[config.mk]
export PLATFORM = sky130hd
export DESIGN_NAME = pe_xnor_seq_ctrl_flat
export DESIGN_NICKNAME = d
export VERILOG_FILES = /design/src/rtl/pe_xnor_seq_ctrl_if.sv /design/src/rtl/pe_xnor_seq_ctrl.sv /design/src/flat_wrapper.sv
export SDC_FILE = /design/constraint.sdc
export NUM_CORES = 1
export LEC_CHECK = 0
export BUFFER_PORTS_ARGS = -buffer_cell sky130_fd_sc_hd__buf_4
export CAP_MARGIN = 20
export CORE_MARGIN = 4
export CORE_UTILIZATION = 40
export DETAILED_ROUTE_END_ITERATION = 6
export HOLD_SLACK_MARGIN = 0.15
export SLEW_MARGIN = 20
export SYNTH_ARGS = -nofsm -noshare
export SYNTH_HDL_FRONTEND = slang
export SYNTH_SLANG_ARGS = --single-unit
[constraint.sdc]
create_clock -name CLK -period 2.4 [get_ports CLK]
set_clock_uncertainty 0.05 [all_clocks]
set_input_delay 0.48 -clock CLK [delete_from_list [all_inputs] [get_ports CLK]]
set_output_delay 0.48 -clock CLK [all_outputs]
set_load 0.05 [all_outputs]
[src/rtl/pe_xnor_seq_ctrl_if.sv]
// Job/datapath bundle between the layer scheduler, the PE sequencer and the
// act/weight buffers. master = scheduler/datapath side, slave = sequencer.
interface pe_xnor_seq_ctrl_if #(
  parameter int ADDR_W = 8,
  parameter int PSUM_W = 10,
  parameter int ACC_W  = 20
);
  logic              i_start;
  logic              i_abort;
  logic [ADDR_W-1:0] i_len;
  logic [ADDR_W-1:0] i_base_act;
  logic [ADDR_W-1:0] i_base_wgt;
  logic              i_bin;
  logic              i_signI;
  logic              o_busy;
  logic              o_buf_re;
  logic [ADDR_W-1:0] o_act_addr;
  logic [ADDR_W-1:0] o_wgt_addr;
  logic              o_pe_bin;
  logic              o_pe_signI;
  logic [PSUM_W-1:0] i_psum;
  logic [ACC_W-1:0]  o_acc;
  logic              o_valid;
  logic              i_ready;

  modport master (
    output i_start, i_abort, i_len, i_base_act, i_base_wgt, i_bin, i_signI,
    output i_psum, i_ready,
    input  o_busy, o_buf_re, o_act_addr, o_wgt_addr, o_pe_bin, o_pe_signI,
    input  o_acc, o_valid
  );

  modport slave (
    input  i_start, i_abort, i_len, i_base_act, i_base_wgt, i_bin, i_signI,
    input  i_psum, i_ready,
    output o_busy, o_buf_re, o_act_addr, o_wgt_addr, o_pe_bin, o_pe_signI,
    output o_acc, o_valid
  );
endinterface

[src/rtl/pe_xnor_seq_ctrl.sv]
// Job sequencer for one xnor PE: streams LEN buffer reads, accumulates the
// sign-extended PE partial sums and returns the total over valid/ready.
module pe_xnor_seq_ctrl #(
  parameter int ADDR_W  = 8,
  parameter int PSUM_W  = 10,
  parameter int ACC_W   = 20,
  parameter int BUF_LAT = 1,
  parameter int PE_LAT  = 1
) (
  input logic               CLK,
  input logic               RSTn,
  pe_xnor_seq_ctrl_if.slave bus
);
  localparam int LAT = BUF_LAT + PE_LAT;

  typedef enum logic [1:0] {IDLE, ISSUE, DRAIN, DONE} state_t;

  state_t                   state_reg;
  logic [ADDR_W-1:0]        remain_reg;
  logic [ADDR_W-1:0]        act_addr_reg;
  logic [ADDR_W-1:0]        wgt_addr_reg;
  logic                     buf_re_reg;
  logic                     pe_bin_reg;
  logic                     pe_sign_reg;
  logic                     valid_reg;
  logic                     busy_reg;
  logic signed [ACC_W-1:0]  acc_reg;
  logic [LAT-1:0]           vld_sr_reg;
  logic [LAT-1:0]           vld_sr_next;
  logic signed [ACC_W-1:0]  psum_ext;
  logic                     sr_tail_empty;

  assign psum_ext = {{(ACC_W-PSUM_W){bus.i_psum[PSUM_W-1]}}, bus.i_psum};

  // Bit k of the shift register marks a read issued k+1 cycles ago.
  assign vld_sr_next[0] = buf_re_reg;
  for (genvar gi = 1; gi < LAT; gi++) begin : g_sr
    assign vld_sr_next[gi] = vld_sr_reg[gi-1];
  end

  // Only the oldest bit left means the final psum lands on this edge.
  if (LAT > 1) begin : g_tail
    assign sr_tail_empty = (vld_sr_reg[LAT-2:0] == '0);
  end else begin : g_tail
    assign sr_tail_empty = 1'b1;
  end

  always_ff @(posedge CLK or negedge RSTn) begin
    if (!RSTn) begin
      state_reg    <= IDLE;
      remain_reg   <= '0;
      act_addr_reg <= '0;
      wgt_addr_reg <= '0;
      buf_re_reg   <= 1'b0;
      pe_bin_reg   <= 1'b0;
      pe_sign_reg  <= 1'b0;
      valid_reg    <= 1'b0;
      busy_reg     <= 1'b0;
      acc_reg      <= '0;
      vld_sr_reg   <= '0;
    end else begin
      vld_sr_reg <= vld_sr_next;
      if (vld_sr_reg[LAT-1]) begin
        acc_reg <= acc_reg + psum_ext;
      end

      if (state_reg != IDLE && bus.i_abort) begin
        state_reg   <= IDLE;
        vld_sr_reg  <= '0;
        acc_reg     <= '0;
        buf_re_reg  <= 1'b0;
        valid_reg   <= 1'b0;
        busy_reg    <= 1'b0;
        pe_bin_reg  <= 1'b0;
        pe_sign_reg <= 1'b0;
      end else begin
        case (state_reg)
          IDLE: begin
            if (bus.i_start && !bus.i_abort) begin
              acc_reg      <= '0;
              busy_reg     <= 1'b1;
              act_addr_reg <= bus.i_base_act;
              wgt_addr_reg <= bus.i_base_wgt;
              remain_reg   <= bus.i_len - ADDR_W'(1);
              if (bus.i_len != '0) begin
                state_reg   <= ISSUE;
                buf_re_reg  <= 1'b1;
                pe_bin_reg  <= bus.i_bin;
                pe_sign_reg <= bus.i_signI;
              end else begin
                state_reg <= DONE;
                valid_reg <= 1'b1;
              end
            end
          end
          ISSUE: begin
            if (remain_reg == '0) begin
              state_reg  <= DRAIN;
              buf_re_reg <= 1'b0;
            end else begin
              remain_reg   <= remain_reg - ADDR_W'(1);
              act_addr_reg <= act_addr_reg + ADDR_W'(1);
              wgt_addr_reg <= wgt_addr_reg + ADDR_W'(1);
            end
          end
          DRAIN: begin
            if (sr_tail_empty) begin
              state_reg   <= DONE;
              valid_reg   <= 1'b1;
              pe_bin_reg  <= 1'b0;
              pe_sign_reg <= 1'b0;
            end
          end
          DONE: begin
            if (bus.i_ready) begin
              state_reg <= IDLE;
              valid_reg <= 1'b0;
              busy_reg  <= 1'b0;
            end
          end
          default: state_reg <= IDLE;
        endcase
      end
    end
  end

  assign bus.o_busy     = busy_reg;
  assign bus.o_buf_re   = buf_re_reg;
  assign bus.o_act_addr = act_addr_reg;
  assign bus.o_wgt_addr = wgt_addr_reg;
  assign bus.o_pe_bin   = pe_bin_reg;
  assign bus.o_pe_signI = pe_sign_reg;
  assign bus.o_acc      = acc_reg;
  assign bus.o_valid    = valid_reg;
endmodule

[src/flat_wrapper.sv]
// flat-port wrapper written by rule: the top's interface ports become plain ports
module pe_xnor_seq_ctrl_flat 
#(
  parameter int ADDR_W  = 8,
  parameter int PSUM_W  = 10,
  parameter int ACC_W   = 20,
  parameter int BUF_LAT = 1,
  parameter int PE_LAT  = 1
)
  (CLK, RSTn, bus_i_start, bus_i_abort, bus_i_len, bus_i_base_act, bus_i_base_wgt, bus_i_bin, bus_i_signI, bus_i_psum, bus_i_ready, bus_o_busy, bus_o_buf_re, bus_o_act_addr, bus_o_wgt_addr, bus_o_pe_bin, bus_o_pe_signI, bus_o_acc, bus_o_valid);
  pe_xnor_seq_ctrl_if #(.ADDR_W(ADDR_W), .PSUM_W(PSUM_W), .ACC_W(ACC_W)) bus_i ();
  input logic CLK;
  input logic RSTn;
  input wire logic [$bits(bus_i.i_start)-1:0] bus_i_start;
  input wire logic [$bits(bus_i.i_abort)-1:0] bus_i_abort;
  input wire logic [$bits(bus_i.i_len)-1:0] bus_i_len;
  input wire logic [$bits(bus_i.i_base_act)-1:0] bus_i_base_act;
  input wire logic [$bits(bus_i.i_base_wgt)-1:0] bus_i_base_wgt;
  input wire logic [$bits(bus_i.i_bin)-1:0] bus_i_bin;
  input wire logic [$bits(bus_i.i_signI)-1:0] bus_i_signI;
  input wire logic [$bits(bus_i.i_psum)-1:0] bus_i_psum;
  input wire logic [$bits(bus_i.i_ready)-1:0] bus_i_ready;
  output wire logic [$bits(bus_i.o_busy)-1:0] bus_o_busy;
  output wire logic [$bits(bus_i.o_buf_re)-1:0] bus_o_buf_re;
  output wire logic [$bits(bus_i.o_act_addr)-1:0] bus_o_act_addr;
  output wire logic [$bits(bus_i.o_wgt_addr)-1:0] bus_o_wgt_addr;
  output wire logic [$bits(bus_i.o_pe_bin)-1:0] bus_o_pe_bin;
  output wire logic [$bits(bus_i.o_pe_signI)-1:0] bus_o_pe_signI;
  output wire logic [$bits(bus_i.o_acc)-1:0] bus_o_acc;
  output wire logic [$bits(bus_i.o_valid)-1:0] bus_o_valid;
  assign bus_i.i_start = bus_i_start;
  assign bus_i.i_abort = bus_i_abort;
  assign bus_i.i_len = bus_i_len;
  assign bus_i.i_base_act = bus_i_base_act;
  assign bus_i.i_base_wgt = bus_i_base_wgt;
  assign bus_i.i_bin = bus_i_bin;
  assign bus_i.i_signI = bus_i_signI;
  assign bus_i.i_psum = bus_i_psum;
  assign bus_i.i_ready = bus_i_ready;
  assign bus_o_busy = bus_i.o_busy;
  assign bus_o_buf_re = bus_i.o_buf_re;
  assign bus_o_act_addr = bus_i.o_act_addr;
  assign bus_o_wgt_addr = bus_i.o_wgt_addr;
  assign bus_o_pe_bin = bus_i.o_pe_bin;
  assign bus_o_pe_signI = bus_i.o_pe_signI;
  assign bus_o_acc = bus_i.o_acc;
  assign bus_o_valid = bus_i.o_valid;
  pe_xnor_seq_ctrl #(.ADDR_W(ADDR_W), .PSUM_W(PSUM_W), .ACC_W(ACC_W), .BUF_LAT(BUF_LAT), .PE_LAT(PE_LAT)) u_core (.CLK(CLK), .RSTn(RSTn), .bus(bus_i));
endmodule
==> results of run 1 <==
[worst paths after layout]
| check | start | endpoint | slack (ps) |
|---|---|---|---|
| setup / recovery | u_core.bus.o_acc[1] | u_core.bus.o_acc[18] | 50 |
| hold / removal | RSTn | u_core.bus.o_acc[14] | 160 |
| setup reg to reg | u_core.bus.o_acc[1] | u_core.bus.o_acc[18] | 50 |
| hold reg to reg | u_core.bus.o_pe_signI | u_core.bus.o_pe_signI | 450 |
| max in group asynchronous | RSTn | u_core.bus.o_acc[0] | 1640 |
| min in group CLK | bus_i_signI | u_core.bus.o_pe_signI | 370 |
[power by group through the flow]
stage               Sequential (mW)  Clock [mW]  Combinational, mW
global route                   1.77       0.573               5.00
CTS                            1.70       0.547               4.54
floorplan                      2.60           0               2.23
detailed placement             1.71           0               4.52
global placement               1.70           0               4.47
finish                         1.70       0.517               4.58
[layer usage]
metal / vias up / GRT usage (%) / share of wire [%]
met5: - / 0 / 0
met4: 0 / 3.79 / 0.79
met3: 7 / 2.88 / 3.2
met2: 53 / 30.6 / 50
met1: 1708 / 22.8 / 46
li1: 1857 / - / -
[timing repair]
item,4_1_cts,5_1_grt
resized for setup,2,8
hold endpoints to repair,0,0
setup buffers,0,2
pin swaps,0,3
endpoints found under the setup margin,1,7
[cells by family after synthesis]
kind of cell,after synthesis,share of synthesized area (%)
compound gates,147,24.9
simple gates,141,17.4
flops,53,34.7
buf+inv,35,3.70
fa+ha+maj,27,9.03
xor+xnor,21,4.81
mux,21,5.53
[layout make-up]
type                       instances  area share (%)
sequential                        53            26.6
timing repair buffer             122            18.4
tap                              129            3.22
inverter                          17            1.27
clock buffer                       6            1.45
clock inverter                     2           0.300
multi-input combinational        357            48.8
[through the flow]
step	utilization (%)	hold slack (ps)
after detailed placement	52.3	431
after CTS	53.3	185
after floorplan	-	134
final	53.9	157
after global routing	53.9	219
after global placement	52.3	418
[cell usage in the layout, fill, tap and decap left out, types with 6 or more instances in the layout]
master | synthesis | routed
buf_4 | 0 | 121
dfrtp_1 | 53 | 47
o21ai_0 | 46 | 44
nand2_1 | 41 | 41
a21oi_1 | 40 | 40
nor2_1 | 34 | 33
nand3_1 | 21 | 21
ha_1 | 26 | 21
mux2i_1 | 20 | 19
o22ai_1 | 18 | 18
inv_1 | 17 | 17
and3_1 | 14 | 14
nor3_1 | 11 | 11
xnor2_1 | 11 | 11
xor2_1 | 10 | 10
a21o_1 | 8 | 8
a31oi_1 | 6 | 6
dfrtp_2 | 0 | 6
==> results_dict.tcl, run 1 <==
set metrics [dict create \
    cts_tree "yes" \
    synth_ff_type "dfrtp_1" \
    period_share_pct 97.8 \
    area_delta_synth_final_pct 30.9 \
    cp.required_ps 2550 \
    synth_cell_types 49 \
    arrival_ps 2500 \
    clock_path_buffers 2 \
    slew_headroom_pct 53.9 \
    slew_viol_final 0 \
    swShare_pct 51.3 \
    path_clk_slew_ps 100 \
    post-route-drc-count 0 \
    cts-htree-levels 2 \
    dpl.hpwl_microns 7430 \
    pwr-share-comb_pct 67.4 \
    port_buffers 81 \
    layout_min_cycle_time_ps 2350 \
    dr_total_vias 3625 \
    initial_core_util_pct 41.2 \
    clk_latency_ps 300 \
    vdd_drop_max_v 0.000652 \
    dpl.cell_count 676 \
    synth_commonest_cells "dfrtp_1 (53), o21ai_0 (46), nand2_1 (41)" \
    max_freq_mhz 426 \
    stdcell_area_sq_um 5010 \
    coreArea_sq_um 9280 \
    p_leak_nw 2.36 \
    place_area_sq_um 4860 \
    numCtsBuffers 5 \
    register_area_sq_um 1330 \
    antenna_found_initial 0 \
    yosysMostFrequentCell "dfrtp_1" \
    place_ws_ps -149 \
    cpMaxStageDelayCell "dfrtp_2" \
    criticalPathCategory "flop to flop" \
    nNetsFinal 624 \
    clockRootBuffer "clkbuf_8" \
    grt_max_degree 54 \
    synth_top_area_share_pct 34.7 \
    synth_area_sq_um 3820 \
    cp_num_buf_inv 1 \
    synth_top_cell_by_area "dfrtp_1" \
    pwr-share-seq_pct 25.0 \
    worstPathMaxFanout 4 \
    ys_top_cells_by_area "dfrtp_1 (35%), ha_1 (8.5%), o21ai_0 (6.0%)" \
    grt_pass1_vias 3571 \
    fin_ws_ps 52.4 \
    yosysWarnings 0 \
    pin_count 82 \
    drive_above_1_share_pct 27.8 \
    fillers 925 \
    final_cells 686 \
    setup_viol 0 \
    vias_per_cell 5.28 \
    gr-usage-all-layers_pct 17.6 \
    end_kind "flop" \
    postRouteAntennaNets 0 \
    hold_viol_final 0 \
    p_int_mw 3.31 \
    grt_overflow 0 \
    clock_sinks 53 \
    fin_tns_setup_ps 0 \
    gp_congestion 0.871 \
    grt_pass1_wl_microns 16500 \
    fp.dieW_microns 106 \
    status "completed" \
    rsz0062_at_grt "yes" \
    maxCapViolCount 0 \
    syn_avg_cell_area_sq_um 8.60 \
    first_pass_iters 4 \
    worstMarginPinSlew_ps 691 \
    initialDrtViolationCount 116 \
    largest_reg_flops 20 \
    yosysSeqAreaShare_pct 34.7 \
    synth-edff-count 0 \
    synth_fp_nets 513 \
    antenna-diode-count 0 \
    syn_inst 445 \
    power.density_nw_per_um2 1360 \
    ys_seq_elements 53 \
    reg2regPathDepth 9 \
    fp-row-count 35 \
    multi_input_area_sq_um 2440 \
    path_cells "buf_6 > fa_2 > a21o_1 > a221oi_4 > o21ai_1 > nand4_1 > nand2_1 > xor2_1 > a22o_1" \
    die-area_sq_um 11200 \
    cpLargestDelayFamily "compound AO/OA/AOI/OAI gates" \
    synth-async-reset-ratio_pct 100 \
    total_power_mw 6.79 \
    worst_setup_path_start_kind "flop" \
    p_clk_share_pct 7.6 \
    worst-path-stages 9 \
    max_stage_delay_ps 450 \
    switching_power_mw 3.48 \
    wl_per_cell_microns 14.1 \
    hold_buffers 0 \
    hold_class "primary input to async pin" \
    drt_wl_total_microns 9700 \
    die_h_microns 106 \
]
(Power assumes the default switching activity.)
==> inputs of run 2 (changes only) <==
==> constraint.sdc (replaced) <==
create_clock -name CLK -period 2.32 [get_ports CLK]
set_clock_uncertainty 0.05 [all_clocks]
set_input_delay 0.464 -clock CLK [delete_from_list [all_inputs] [get_ports CLK]]
set_output_delay 0.464 -clock CLK [all_outputs]
set_load 0.05 [all_outputs]
==> results_dict.tcl, run 2 (same netlist as run 1, synthesis figures left out) <==
set metrics [dict create \
    fp.dieW_microns 106 \
    grt_pass1_wl_microns 17500 \
    violations "negative setup slack" \
    hold_viol_final 0 \
    antenna_found_initial 0 \
    slew_headroom_pct 53.5 \
    power.density_nw_per_um2 1440 \
    cts-htree-levels 2 \
    nNetsFinal 643 \
    drt_wl_total_microns 10500 \
    mostFrequentLayoutCells "buf_4 (138), dfrtp_1 (47), o21ai_0 (43), nand2_1 (40), a21oi_1 (40)" \
    cts_tree "yes" \
    gp_congestion 0.898 \
    clockRootBuffer "clkbuf_8" \
    initialDrtViolationCount 139 \
    hold_slack_ps 135 \
    clk_latency_ps 310 \
    rsz0062_at_grt "yes" \
    fp-row-count 35 \
    final_common_cell "buf_4" \
    worst_setup_path_start_kind "flop" \
    clock_sinks 53 \
    max_freq_mhz 418 \
    end_kind "flop" \
    grt_overflow 0 \
    period_share_pct 103 \
    largest_reg_flops 20 \
    slew_viol_final 0 \
    fin_ws_ps -70.7 \
    maxCapViolCount 0 \
    pin_count 82 \
    cpLargestDelayFamily "compound AO/OA/AOI/OAI gates" \
    clock_path_buffers 2 \
    setup_viol 3 \
    die-area_sq_um 11200 \
    coreArea_sq_um 9280 \
    path_cells "ha_4 > fa_2 > a21o_1 > a221oi_4 > buf_4 > o21ai_4 > nand4_1 > nand2_1 > xor2_1 > a22o_1" \
    antenna-diode-count 0 \
    grt_max_degree 54 \
    first_pass_iters 5 \
    dpl.hpwl_microns 7750 \
    cpMaxStageDelayCell "dfrtp_2" \
    initial_core_util_pct 41.2 \
    p_leak_nw 2.51 \
    fin_tns_setup_ps -130 \
    criticalPathCategory "flop to flop" \
    hold_class "primary input to async pin" \
    wl_per_cell_microns 14.9 \
    max_stage_delay_ps 440 \
    drive_above_1_share_pct 31.3 \
    vias_per_cell 5.35 \
    grt_pass1_vias 3662 \
    area_delta_synth_final_pct 37.7 \
    port_buffers 81 \
    cp_num_buf_inv 1 \
    post-route-drc-count 0 \
    cp.required_ps 2480 \
    dr_total_vias 3771 \
    gr-usage-all-layers_pct 18.6 \
    layout_min_cycle_time_ps 2390 \
    worstPathMaxFanout 4 \
    postRouteAntennaNets 0 \
    total_power_mw 7.60 \
    arrival_ps 2550 \
    worstMarginPinSlew_ps 697 \
    vdd_drop_max_v 0.000706 \
    status "finished, violations left" \
    die_h_microns 106 \
    numCtsBuffers 5 \
    path_clk_slew_ps 100 \
]
run 2: final timing paths:
kind                       slack, ps                    end  cells past startpoint                start
max reg2reg                      -70   u_core.bus.o_acc[18]                     10  u_core.bus.o_acc[0]
min                              140   u_core.bus.o_acc[18]                      1                 RSTn
max                              -70   u_core.bus.o_acc[18]                     10  u_core.bus.o_acc[0]
min in group CLK                 350  u_core.bus.o_pe_signI                      3          bus_i_signI
max in group asynchronous       1580    u_core.bus.o_acc[0]                      1                 RSTn
min reg2reg                      450    u_core.bus.o_pe_bin                      2  u_core.bus.o_pe_bin
run 2: layout make-up:
class	count	area [sq um]
clock buffers	5	68.8
inverters	17	63.8
fillers	854	4020
clock inverters	3	65.1
flip-flops and latches	53	1330
repair buffers	141	1080
well taps	129	161
multi-input cells	357	2500
run 2: metrics by stage:
stage | instances | utilization (%) | worst slack (ps) | instance area, sq um
2_1_floorplan | 445 | - | -128 | 3880
3_3_place_gp | 692 | 53.8 | -191 | 4990
3_5_place_dp | 692 | 53.8 | -207 | 4990
4_1_cts | 701 | 55.4 | -31.0 | 5140
5_1_grt | 705 | 56.7 | -183 | 5270
6_report | 705 | 56.7 | -70.7 | 5270
run 2: routing by layer:
layer	share of wire (%)	track usage (%)	up-vias
met2	50	32.1	80
met1	45	24.4	1788
met3	3.7	3.18	13
li1	-	-	1890
met4	1.1	4.53	0
met5	0	0	-
run 2: power breakdown:
group          switching, mW  internal, mW
logic                   2.98          2.08
registers              0.447          1.33
clock network          0.337         0.429
run 2: repair_timing:
item / in CTS / in global routing
setup endpoints to repair: 5 / 10
pin swaps: 3 / 4
buffers inserted: 1 / 4
hold buffers: 0 / 0
resized for setup: 2 / 19
